## config.mk

```make
export PLATFORM = sky130hd
export DESIGN_NAME = regfile_write_queue
export DESIGN_NICKNAME = d
export VERILOG_FILES = /design/src/rtl/regfile_write_queue.sv
export SDC_FILE = /design/constraint.sdc
export NUM_CORES = 1
export LEC_CHECK = 0
export ABC_AREA = 1
export BUFFER_PORTS_ARGS = -buffer_cell sky130_fd_sc_hd__buf_2
export CORE_MARGIN = 2
export CORE_UTILIZATION = 42
export DETAILED_ROUTE_END_ITERATION = 16
export GPL_TIMING_DRIVEN = 0
export PLACE_DENSITY = 0.7
export SYNTH_ARGS = -nofsm -noshare
export SYNTH_HDL_FRONTEND = slang
export SYNTH_SLANG_ARGS = --single-unit
export TNS_END_PERCENT = 20
```

## constraint.sdc

```tcl
create_clock -name clk -period 2.5 [get_ports clk]
set_clock_uncertainty 0.15 [all_clocks]
set_input_delay 0.375 -clock clk [delete_from_list [all_inputs] [get_ports clk]]
set_output_delay 0.375 -clock clk [all_outputs]
set_load 0.01 [all_outputs]
```

## src/rtl/regfile_write_queue.sv

```systemverilog
// In-order write queue feeding the register file write port (C/rc/le),
// with load-over-ALU enqueue priority and read-after-write hazard flags.
module regfile_write_queue #(
  parameter int DEPTH = 4
) (
  input  logic                     clk,
  input  logic                     clr,
  input  logic                     alu_valid,
  output logic                     alu_ready,
  input  logic [3:0]               alu_rd,
  input  logic [31:0]              alu_data,
  input  logic                     ld_valid,
  output logic                     ld_ready,
  input  logic [3:0]               ld_rd,
  input  logic [31:0]              ld_data,
  input  logic                     stall,
  output logic [31:0]              C,
  output logic [3:0]               rc,
  output logic                     le,
  input  logic [3:0]               ra,
  input  logic [3:0]               rb,
  output logic                     hz_a,
  output logic                     hz_b,
  output logic [$clog2(DEPTH):0]   count
);

  localparam int AW = $clog2(DEPTH);
  localparam int CW = AW + 1;

  logic [3:0]    rd_q   [DEPTH];
  logic [31:0]   data_q [DEPTH];
  logic [AW-1:0] head_q, head_d;
  logic [AW-1:0] tail_q, tail_d;
  logic [CW-1:0] count_q, count_d;

  logic          full;
  logic          empty;
  logic          enq;
  logic          deq;
  logic [3:0]    enq_rd;
  logic [31:0]   enq_data;
  logic [AW-1:0]    off [DEPTH];
  logic [DEPTH-1:0] vld;

  // Ready depends only on registered count, so a same-cycle dequeue never frees a slot.
  assign full      = (count_q == CW'(DEPTH));
  assign empty     = (count_q == '0);
  assign ld_ready  = ~full;
  assign alu_ready = ~full & ~ld_valid;

  assign enq      = (ld_valid & ld_ready) | (alu_valid & alu_ready);
  assign enq_rd   = ld_valid ? ld_rd   : alu_rd;
  assign enq_data = ld_valid ? ld_data : alu_data;
  assign deq      = ~empty & ~stall;

  assign le    = ~deq;
  assign C     = empty ? 32'd0 : data_q[head_q];
  assign rc    = empty ? 4'd0  : rd_q[head_q];
  assign count = count_q;

  always_comb begin
    head_d  = head_q;
    tail_d  = tail_q;
    count_d = count_q;
    if (enq) tail_d = tail_q + AW'(1);
    if (deq) head_d = head_q + AW'(1);
    case ({enq, deq})
      2'b10:   count_d = count_q + CW'(1);
      2'b01:   count_d = count_q - CW'(1);
      default: count_d = count_q;
    endcase
  end

  always_ff @(posedge clk) begin
    if (clr) begin
      head_q  <= '0;
      tail_q  <= '0;
      count_q <= '0;
    end else begin
      head_q  <= head_d;
      tail_q  <= tail_d;
      count_q <= count_d;
    end
  end

  always_ff @(posedge clk) begin
    if (!clr && enq) begin
      rd_q[tail_q]   <= enq_rd;
      data_q[tail_q] <= enq_data;
    end
  end

  // An entry is live when its distance from head is below count; this includes the head being written.
  always_comb begin
    hz_a = 1'b0;
    hz_b = 1'b0;
    for (int i = 0; i < DEPTH; i++) begin
      off[i] = AW'(i) - head_q;
      vld[i] = ({1'b0, off[i]} < count_q);
      if (vld[i] && rd_q[i] == ra) hz_a = 1'b1;
      if (vld[i] && rd_q[i] == rb) hz_b = 1'b1;
    end
  end

endmodule

```

==> flow_metrics.tcl <==
set metrics [dict create \
    critPathBufInv 4 \
    fmax_mhz 415 \
    synth_cells 695 \
    place.gp.congestion 0.838 \
    coreArea_sq_um 17100 \
    min_period_ns 2.41 \
    report.final.slew_viol_count 0 \
    endpoint_kind "primary output" \
    drc 0 \
    vias 5375 \
    relSlewSlack_pct 52.3 \
    viasPerCell 4.94 \
    num_io_pins 129 \
    synth_nets 790 \
    dp_cells 1052 \
    netlist.area_leader.share_pct 59.5 \
    start_kind "flop" \
    rrSetupSlack_ns 0.21 \
    cp-endpoint "hz_b" \
    cp.depth 11 \
    finish.utilization_pct 52.7 \
    grt_pass1_wl_microns 25200 \
    first_pass_iters 7 \
    p_leak_nw 3.73 \
    synth_area_sq_um 7270 \
    fin_area_sq_um 9010 \
    synthTopCellsByCount "nor2_1, edfxtp_1, nand2_1" \
    grt_overflow 0 \
    final_hold_viol_count 0 \
    fin_ws_ns 0.0895 \
    io_buffers 128 \
    tightest_slew_ns 0.714 \
    n_antenna_cell 0 \
    clock_latency_ns 0.41 \
    arrival_ns 1.89 \
    cts.htree.levels 4 \
    grt_start_max_net_pins 29 \
    synth.area.top_cells "edfxtp_1, nor2_1, nand2_1" \
    ant_nets 0 \
    fin_cells 1088 \
    synth_area_leader_cell "edfxtp_1" \
    critPathKind "flop to primary output" \
    rsz0062_at_grt "true" \
    nets 945 \
    start_util_pct 42.5 \
    drt_iter0_markers 325 \
    min_path_type "input port to flop" \
    first_global_vias 5034 \
    hold_buffers 0 \
    cpPeakStageDelay_ns 0.36 \
    crit_slowest_cell "dfxtp_4" \
    total_power_mw 9.11 \
    grt_usage_pct 18.2 \
    antenna_found_initial 0 \
    die_h_microns 136 \
    ys_types 29 \
    syn_area_per_cell_sq_um 10.5 \
    status "finished clean" \
    numClockSinks 153 \
    rr_startpoint "count[0]$_SDFFE_PP0P_" \
    peakVddDrop_v 0.000558 \
    pre_cts_slack_ns 0.193 \
    cp.required_ns 1.98 \
    wl_microns 16400 \
    synth_edf_count 144 \
    cts_tree "built" \
    rows 48 \
    cts_buffers 17 \
    period_share_pct 96.4 \
    synthFlopType "edfxtp_1" \
    async_flop_share_pct 0 \
    startpoint "head_q[1]$_SDFFE_PP0N_" \
    area_delta_synth_final_pct 24.0 \
    die_area_sq_um 18400 \
    power_density_nw_per_um2 1010 \
    clock-root-buffer "clkbuf_16" \
    hpwl_microns 11000 \
    path_cells "xor2_2 -> inv_2 -> ha_4 -> inv_1 -> nor2_1 -> a21boi_2 -> nand3_1 -> nand2_1 -> inv_1 -> nand2_1 -> buf_2" \
    fillers 1485 \
    yosys_warnings 0 \
    rr_endpoint "data_q[0][15]$_DFFE_PP_" \
    yosysSeqAreaShare_pct 62.0 \
    die_w_microns 136 \
    drive_gt1_share_pct 30.0 \
    ys_ff_latch 153 \
    drv_cap 0 \
    cp_top_family "flip-flops" \
    clkTransAtPathRegs_ns 0.06 \
    wl_per_cell_microns 15.1 \
    rr_worst_depth 6 \
    crit_fanout 3 \
    synth_most_common_cell "nor2_1" \
    finalSetupViolCount 0 \
    clockBufferDepth 2 \
    dpl-instance-area_sq_um 8310 \
]
## cell type report
type                       instances  area, sq um  share of cell area, %
tap                              225          282                   3.12
clock inverter                    12          199                   2.21
buffer                            29          208                   2.30
multi-input combinational        460         2400                   26.7
timing repair buffer             136          766                   8.49
clock buffer                      20          437                   4.84
sequential                       153         4510                   50.0
inverter                          53          210                   2.33
## logic make-up (layout without fill, tap and decap cells)
logic type,count (synthesis),after routing,synth area share (%)
adders and majority gates,10,10,1.82
buffers and inverters,82,250,5.65
and+or+nand+nor,279,279,15.2
muxes,36,36,5.58
xor gates and xnor gates,1,1,0.121
DFF,153,153,62.0
AOI/OAI and AO/OA,134,134,9.62
## placed cells by master (no fill, tap or decap), types with 5 or more instances in the layout
master     count
o21ai_1       56
bufinv_16      5
nand3_1        8
buf_2        138
nor2_1       150
mux2_2        36
inv_1         45
clkbuf_16     17
nand2_1      112
a21oi_1       50
buf_6          6
edfxtp_1     144
o21ai_0       21
ha_1           8
dfxtp_1        6
buf_4         12
## state kept, by name (all words and copies together) (netlist names), named ones only
register	cells
count	3
tail_q	2
data_q	128
head_q	2
rd_q	16
## worst min-delay path, stage by stage
cell and delay (ns):
buf_2 0.07, inv_1 0.05, nand2_4 0.09, a21oi_1 0.07
## worst min-delay path by stage
stage	from	endpoint	slack, ns	cells past startpoint
2_1_floorplan	tail_q[1]$_SDFFE_PP0N_	tail_q[1]$_SDFFE_PP0N_	0.34	2
4_1_cts	stall	head_q[0]$_SDFFE_PP0N_	0.13	4
6_report	stall	head_q[0]$_SDFFE_PP0N_	0.13	4
3_3_place_gp	count[0]$_SDFFE_PP0P_	count[0]$_SDFFE_PP0P_	0.36	1
5_1_grt	stall	head_q[0]$_SDFFE_PP0N_	0.15	4
3_5_place_dp	count[0]$_SDFFE_PP0P_	count[0]$_SDFFE_PP0P_	0.37	1
## power by group
group	internal, mW	switching (mW)
clock network	1.77	0.934
logic	1.18	2.01
registers	3.10	0.104
total	6.06	3.05
## layer usage
metal / up-vias / GRT usage [%] / wire length (microns)
met5: - / 0 / 0
met3: 32 / 3.11 / 971
met1: 2474 / 23.4 / 7080
met4: 0 / 9.55 / 537
li1: 2667 / - / -
met2: 202 / 29.7 / 7830
## metrics by stage
stage          setup TNS [ns]  hold WS (ns)
5_1_grt               -0.0568         0.150
6_report                    0         0.132
2_1_floorplan               0         0.340
4_1_cts                     0         0.127
3_3_place_gp          -100.79         0.361
3_5_place_dp                0         0.370
## repair_timing
item / CTS / global route
setup endpoints to repair: 2 / 5
pin swaps: 0 / 5
gates resized for setup: 4 / 10
buffers inserted: 0 / 4
(Power assumes the default switching activity.)
